--- src/rtl/hazard_ctrl.sv ---
// hazard_ctrl: load-use, branch-flush and memory-freeze pipeline control; HAZARD_PERF_EN adds stall/flush counters
module hazard_ctrl #(
  parameter int MEM_TIMEOUT = 16
) (
  input  logic       clk,
  input  logic       rst,
  input  logic [4:0] rs_if_id,
  input  logic [4:0] rt_if_id,
  input  logic       uses_rs,
  input  logic       uses_rt,
  input  logic       mem_rd_id_ex,
  input  logic [4:0] wr_num_id_ex,
  input  logic       branch_taken_ex,
  input  logic       dm_req,
  input  logic       dm_ack,
  output logic       pc_we,
  output logic       if_id_we,
  output logic       if_id_flush,
  output logic       id_ex_we,
  output logic       id_ex_bubble,
  output logic       ex_mem_we,
  output logic       mem_wb_bubble,
  output logic       mem_err
`ifdef HAZARD_PERF_EN
  ,
  output logic [31:0] stall_cycles,
  output logic [31:0] flush_count
`endif
);
  localparam int CW = $clog2(MEM_TIMEOUT + 1);
  typedef enum logic [1:0] {RUN, MEM_WAIT, ERR} state_t;
  state_t state, state_nxt;
  logic [CW-1:0] cnt, cnt_nxt;
  logic lu, frz, brf;
  always_comb begin
    lu = mem_rd_id_ex && wr_num_id_ex != 5'd0 &&
         ((uses_rs && rs_if_id == wr_num_id_ex) || (uses_rt && rt_if_id == wr_num_id_ex));
    frz = state == ERR || (state == RUN && dm_req && !dm_ack) || (state == MEM_WAIT && !dm_ack);
    brf = !frz && branch_taken_ex;
    pc_we = !rst && !frz && (brf || !lu);
    if_id_we = !rst && !frz && (brf || !lu);
    id_ex_we = !rst && !frz;
    ex_mem_we = !rst && !frz;
    if_id_flush = rst || brf;
    id_ex_bubble = rst || brf || (!frz && lu);
    mem_wb_bubble = rst || frz;
    mem_err = !rst && state == ERR;
  end
  always_comb begin
    state_nxt = state;
    cnt_nxt = cnt;
    if (state == RUN && dm_req && !dm_ack) begin
      state_nxt = MEM_WAIT;
      cnt_nxt = CW'(1);
    end else if (state == MEM_WAIT && dm_ack) begin
      state_nxt = RUN;
    end else if (state == MEM_WAIT) begin
      if (cnt == CW'(MEM_TIMEOUT)) state_nxt = ERR;
      else cnt_nxt = cnt + CW'(1);
    end
  end
  always_ff @(posedge clk or posedge rst) begin
    if (rst) begin
      state <= RUN;
      cnt <= '0;
    end else begin
      state <= state_nxt;
      cnt <= cnt_nxt;
    end
  end
`ifdef HAZARD_PERF_EN
  always_ff @(posedge clk or posedge rst) begin
    if (rst) begin
      stall_cycles <= '0;
      flush_count <= '0;
    end else begin
      stall_cycles <= stall_cycles + {31'd0, frz || (lu && !brf)};
      flush_count <= flush_count + {31'd0, brf};
    end
  end
`endif
endmodule

--- config.mk ---
export PLATFORM = sky130hd
export DESIGN_NAME = hazard_ctrl
export DESIGN_NICKNAME = d
export VERILOG_FILES = /design/src/rtl/hazard_ctrl.sv
export SDC_FILE = /design/constraint.sdc
export NUM_CORES = 1
export LEC_CHECK = 0
export CORE_MARGIN = 3
export CORE_UTILIZATION = 38
export DETAILED_ROUTE_END_ITERATION = 10
export GPL_TIMING_DRIVEN = 0
export MAX_ROUTING_LAYER = met4
export PLACE_DENSITY = 0.88
export SLEW_MARGIN = 20
export SYNTH_ARGS = -nofsm -noshare
export SYNTH_HDL_FRONTEND = slang
export SYNTH_SLANG_ARGS = --single-unit
--- constraint.sdc ---
create_clock -name clk -period 1.7 [get_ports clk]
set_input_delay 0.34 -clock clk [delete_from_list [all_inputs] [get_ports clk]]
set_output_delay 0.34 -clock clk [all_outputs]
set_load 0.1 [all_outputs]
==> reports/results.ini, run 1 <==
[setup_path]
crit_path_max_fanout = 2
r2r_cells = 6
cp_num_cells = 7
endpoint_kind = output pin
crit_chain = buf_8 > or4_4 > o21ai_4 > nor2_2 > a21oi_4 > buf_6 > buf_12
worst-path-buf-inv = 3
start_kind = input port
cp.required_ns = 1.36
path_class = in -> out
cpPeakStageDelay_ns = 0.55
worstPathArrival_ns = 1.64
cp_top_family = simple AND/OR/NAND/NOR gates
cp_slowest_cell = or4_4

[power_and_ir_drop]
cellLeakagePower_nw = 0.521
finalPower_uw = 789
ir_drop_mv = 0.539
p_per_area_nw_per_um2 = 689

[clock_tree]
cts_buffers = 3
clock_path_buffers = 2
cts_root_buf = clkbuf_4
clock_sinks = 7
htree_levels = 1
insertion_delay_ns = 0.26
clk_pin_slew_ns = 0.06
cts_tree = built

[yosys]
synth_mux_area_share_pct = 0
syn_inst = 66
yosys_warnings = 0
yosys.area_share.xor_xnor_pct = 21.1
synth-simple-area-share_pct = 25.6
avgSynthCellArea_sq_um = 8.82
yosys.area_share.adder_pct = 4.30
syn_area_sq_um = 582
ys_types = 22
synth_seq_cells = 7
synth_top_family_by_area = simple AND/OR/NAND/NOR gates
seq_area_frac_synth_pct = 30.1
synth-compound-area-share_pct = 12.5
synth_nets = 91

[finish]
fin_cells = 124
syn_to_final_growth_pct = 97.0
n_antenna_cell = 0
final_cell_area_sq_um = 1150
nFillCells = 79
layout.nets = 135
drive_above_1_share_pct = 42.2

[routing]
dr.pass1.iters = 4
routed_wl_um = 1960
initialDrtViolationCount = 9
vias = 644
drc = 0
ant_nets = 0
viasPerCell = 5.19
wl_per_cell_um = 15.8

[die]
core.rowCount = 13
die_h_um = 45.1
initial_core_util_pct = 42.6
fp.coreArea_sq_um = 1370
dieWidth_um = 45.1
die_area_sq_um = 2040
num_io_pins = 31

[placement]
pre_cts_slack_ns = -1.62
placed_cell_area_sq_um = 965
hpwl_um = 1360
io_buffers = 30
gp_congestion = 0.752
dp.cells = 111

[global_routing]
grt.total_usage_pct = 23.2
grt_first_pass_wirelength_um = 3240
grt_start_max_net_pins = 7
grt_overflow_total = 0
grt_pass1_vias = 693
antenna_found_initial = 0

[status]
outcome = finished, violations left
violations = negative setup slack

[sta]
rsz0062_at_grt = yes
whs_ns = 0.300
setup_viol_count_final = 7
setup_ws_ns = -0.281
fmaxAchievable_mhz = 505
worst_slew_pin_slew_ns = 0.409
finalCritPeriodShare_pct = 117
slew_headroom_pct = 72.6
finalHoldViolCount = 0
min_period_ns = 1.98
drv_slew = 0
clock_skew_ns = 0.0134

[job]
max-cap-violations = 0

[worst_hold_path]
worst_hold_path_type = in -> async

## where the power goes
| group | switching [mW] | internal (mW) |
|---|---|---|
| logic | 0.220 | 0.182 |
| clock network | 0.0682 | 0.0863 |
| registers | 0.0340 | 0.198 |
| total | 0.322 | 0.467 |
## per-stage QoR
step / setup TNS (ns) / util, %
final: -1.33 / 83.9
after detailed placement: -10.15 / 70.6
after floorplan: -2.38 / -
after global routing: -1.60 / 83.9
after global placement: -9.90 / 70.6
after CTS: -1.35 / 82.1
## path summary, 6_finish.rpt
path | end | start | slack, ns
hold reg to reg | cnt[1] | cnt[1] | 0.59
min in group clk | cnt[1] | cnt[1] | 0.59
setup reg to reg | cnt[4] | state[1] | 0.09
max in group asynchronous | cnt[3] | rst | 1.20
setup / recovery | pc_we | wr_num_id_ex[4] | -0.28
hold / removal | cnt[2] | rst | 0.30
## logic make-up after synthesis
kind of cell	after synthesis
xor gates and xnor gates	14
and+or+nand+nor	25
adders and majority gates	2
DFF	7
buffers and inverters	8
AOI/OAI and AO/OA	10
## area by class of cell
| type | instances | area, sq um | share of cell area [%] |
|---|---|---|---|
| multi-input combinational | 51 | 459 | 40.1 |
| clock buffer | 3 | 22.5 | 1.97 |
| timing repair buffer | 39 | 402 | 35.0 |
| inverter | 6 | 30.0 | 2.62 |
| tap | 15 | 18.8 | 1.64 |
| buffer | 2 | 31.3 | 2.73 |
| clock inverter | 1 | 5.00 | 0.437 |
| sequential | 7 | 178 | 15.5 |
## layout by cell type (no fill, tap or decap), types with 2 or more instances in the layout
master,count
xnor2_1,11
dlygate4sd2_1,11
buf_4,9
buf_12,6
nand2_1,5
buf_6,5
dfrtp_1,5
nor2_1,4
nand4_1,4
inv_1,4
clkdlybuf4s50_1,4
xor2_1,3
clkbuf_4,3
nand3_1,2
a21o_1,2
nand2b_4,2
clkinvlp_4,2
o21ai_4,2
nor2_2,2
ha_1,2
buf_2,2
dfrtp_2,2
## what timing repair did
item,4_1_cts,5_1_grt
endpoints found under the setup margin,8,7
buffers inserted,8,2
gates resized for setup,108,7
gates cloned,0,0
hold buffers,0,0
pin swaps,18,12
## worst reg2reg max path: cells and delay by family, from the launching register on
family | cells | cell delay, ns
buffers and inverters | 2 | 0.29
DFF | 1 | 0.45
and+or+nand+nor | 3 | 0.56
xor gates and xnor gates | 1 | 0.16
## layer usage
metal | vias to the layer above | part of all wire, % | GRT usage [%]
li1 | 313 | - | -
met2 | 25 | 58 | 43.2
met5 | - | 0 | -
met4 | 0 | 0.97 | 7.60
met3 | 2 | 5.5 | 6.37
met1 | 304 | 36 | 22.8
## cell usage after synthesis
cell       count  area, sq um
a21o_1         3         22.5
a21oi_1        2         10.0
buf_4          2         15.0
dfrtp_1        7          175
ha_1           2         25.0
inv_1          6         22.5
nand2_1        5         18.8
nand2b_1       3         18.8
nand3_1        2         10.0
nand4_1        4         25.0
nand4bb_1      1         11.3
nor2_1         7         26.3
nor3b_2        1         12.5
nor4b_2        1         15.0
o21ai_1        1         5.00
o21ai_2        1         8.76
o21bai_1       1         7.51
o22ai_1        1         6.26
o31ai_2        1         12.5
or4_4          1         11.3
xnor2_1       11         96.3
xor2_1         3         26.3
## state kept, by name, indices dropped and copies added, names as in the netlist
signal  cells
cnt         5
state       2
Note: power is estimated with default switching activity, not from simulation.
==> run 2: changes to the inputs <==
Settings changed: SLEW_MARGIN 20 to unset.
==> results of run 2 <==
No change in the layout: final DEF, timing and power equal those of run 1.
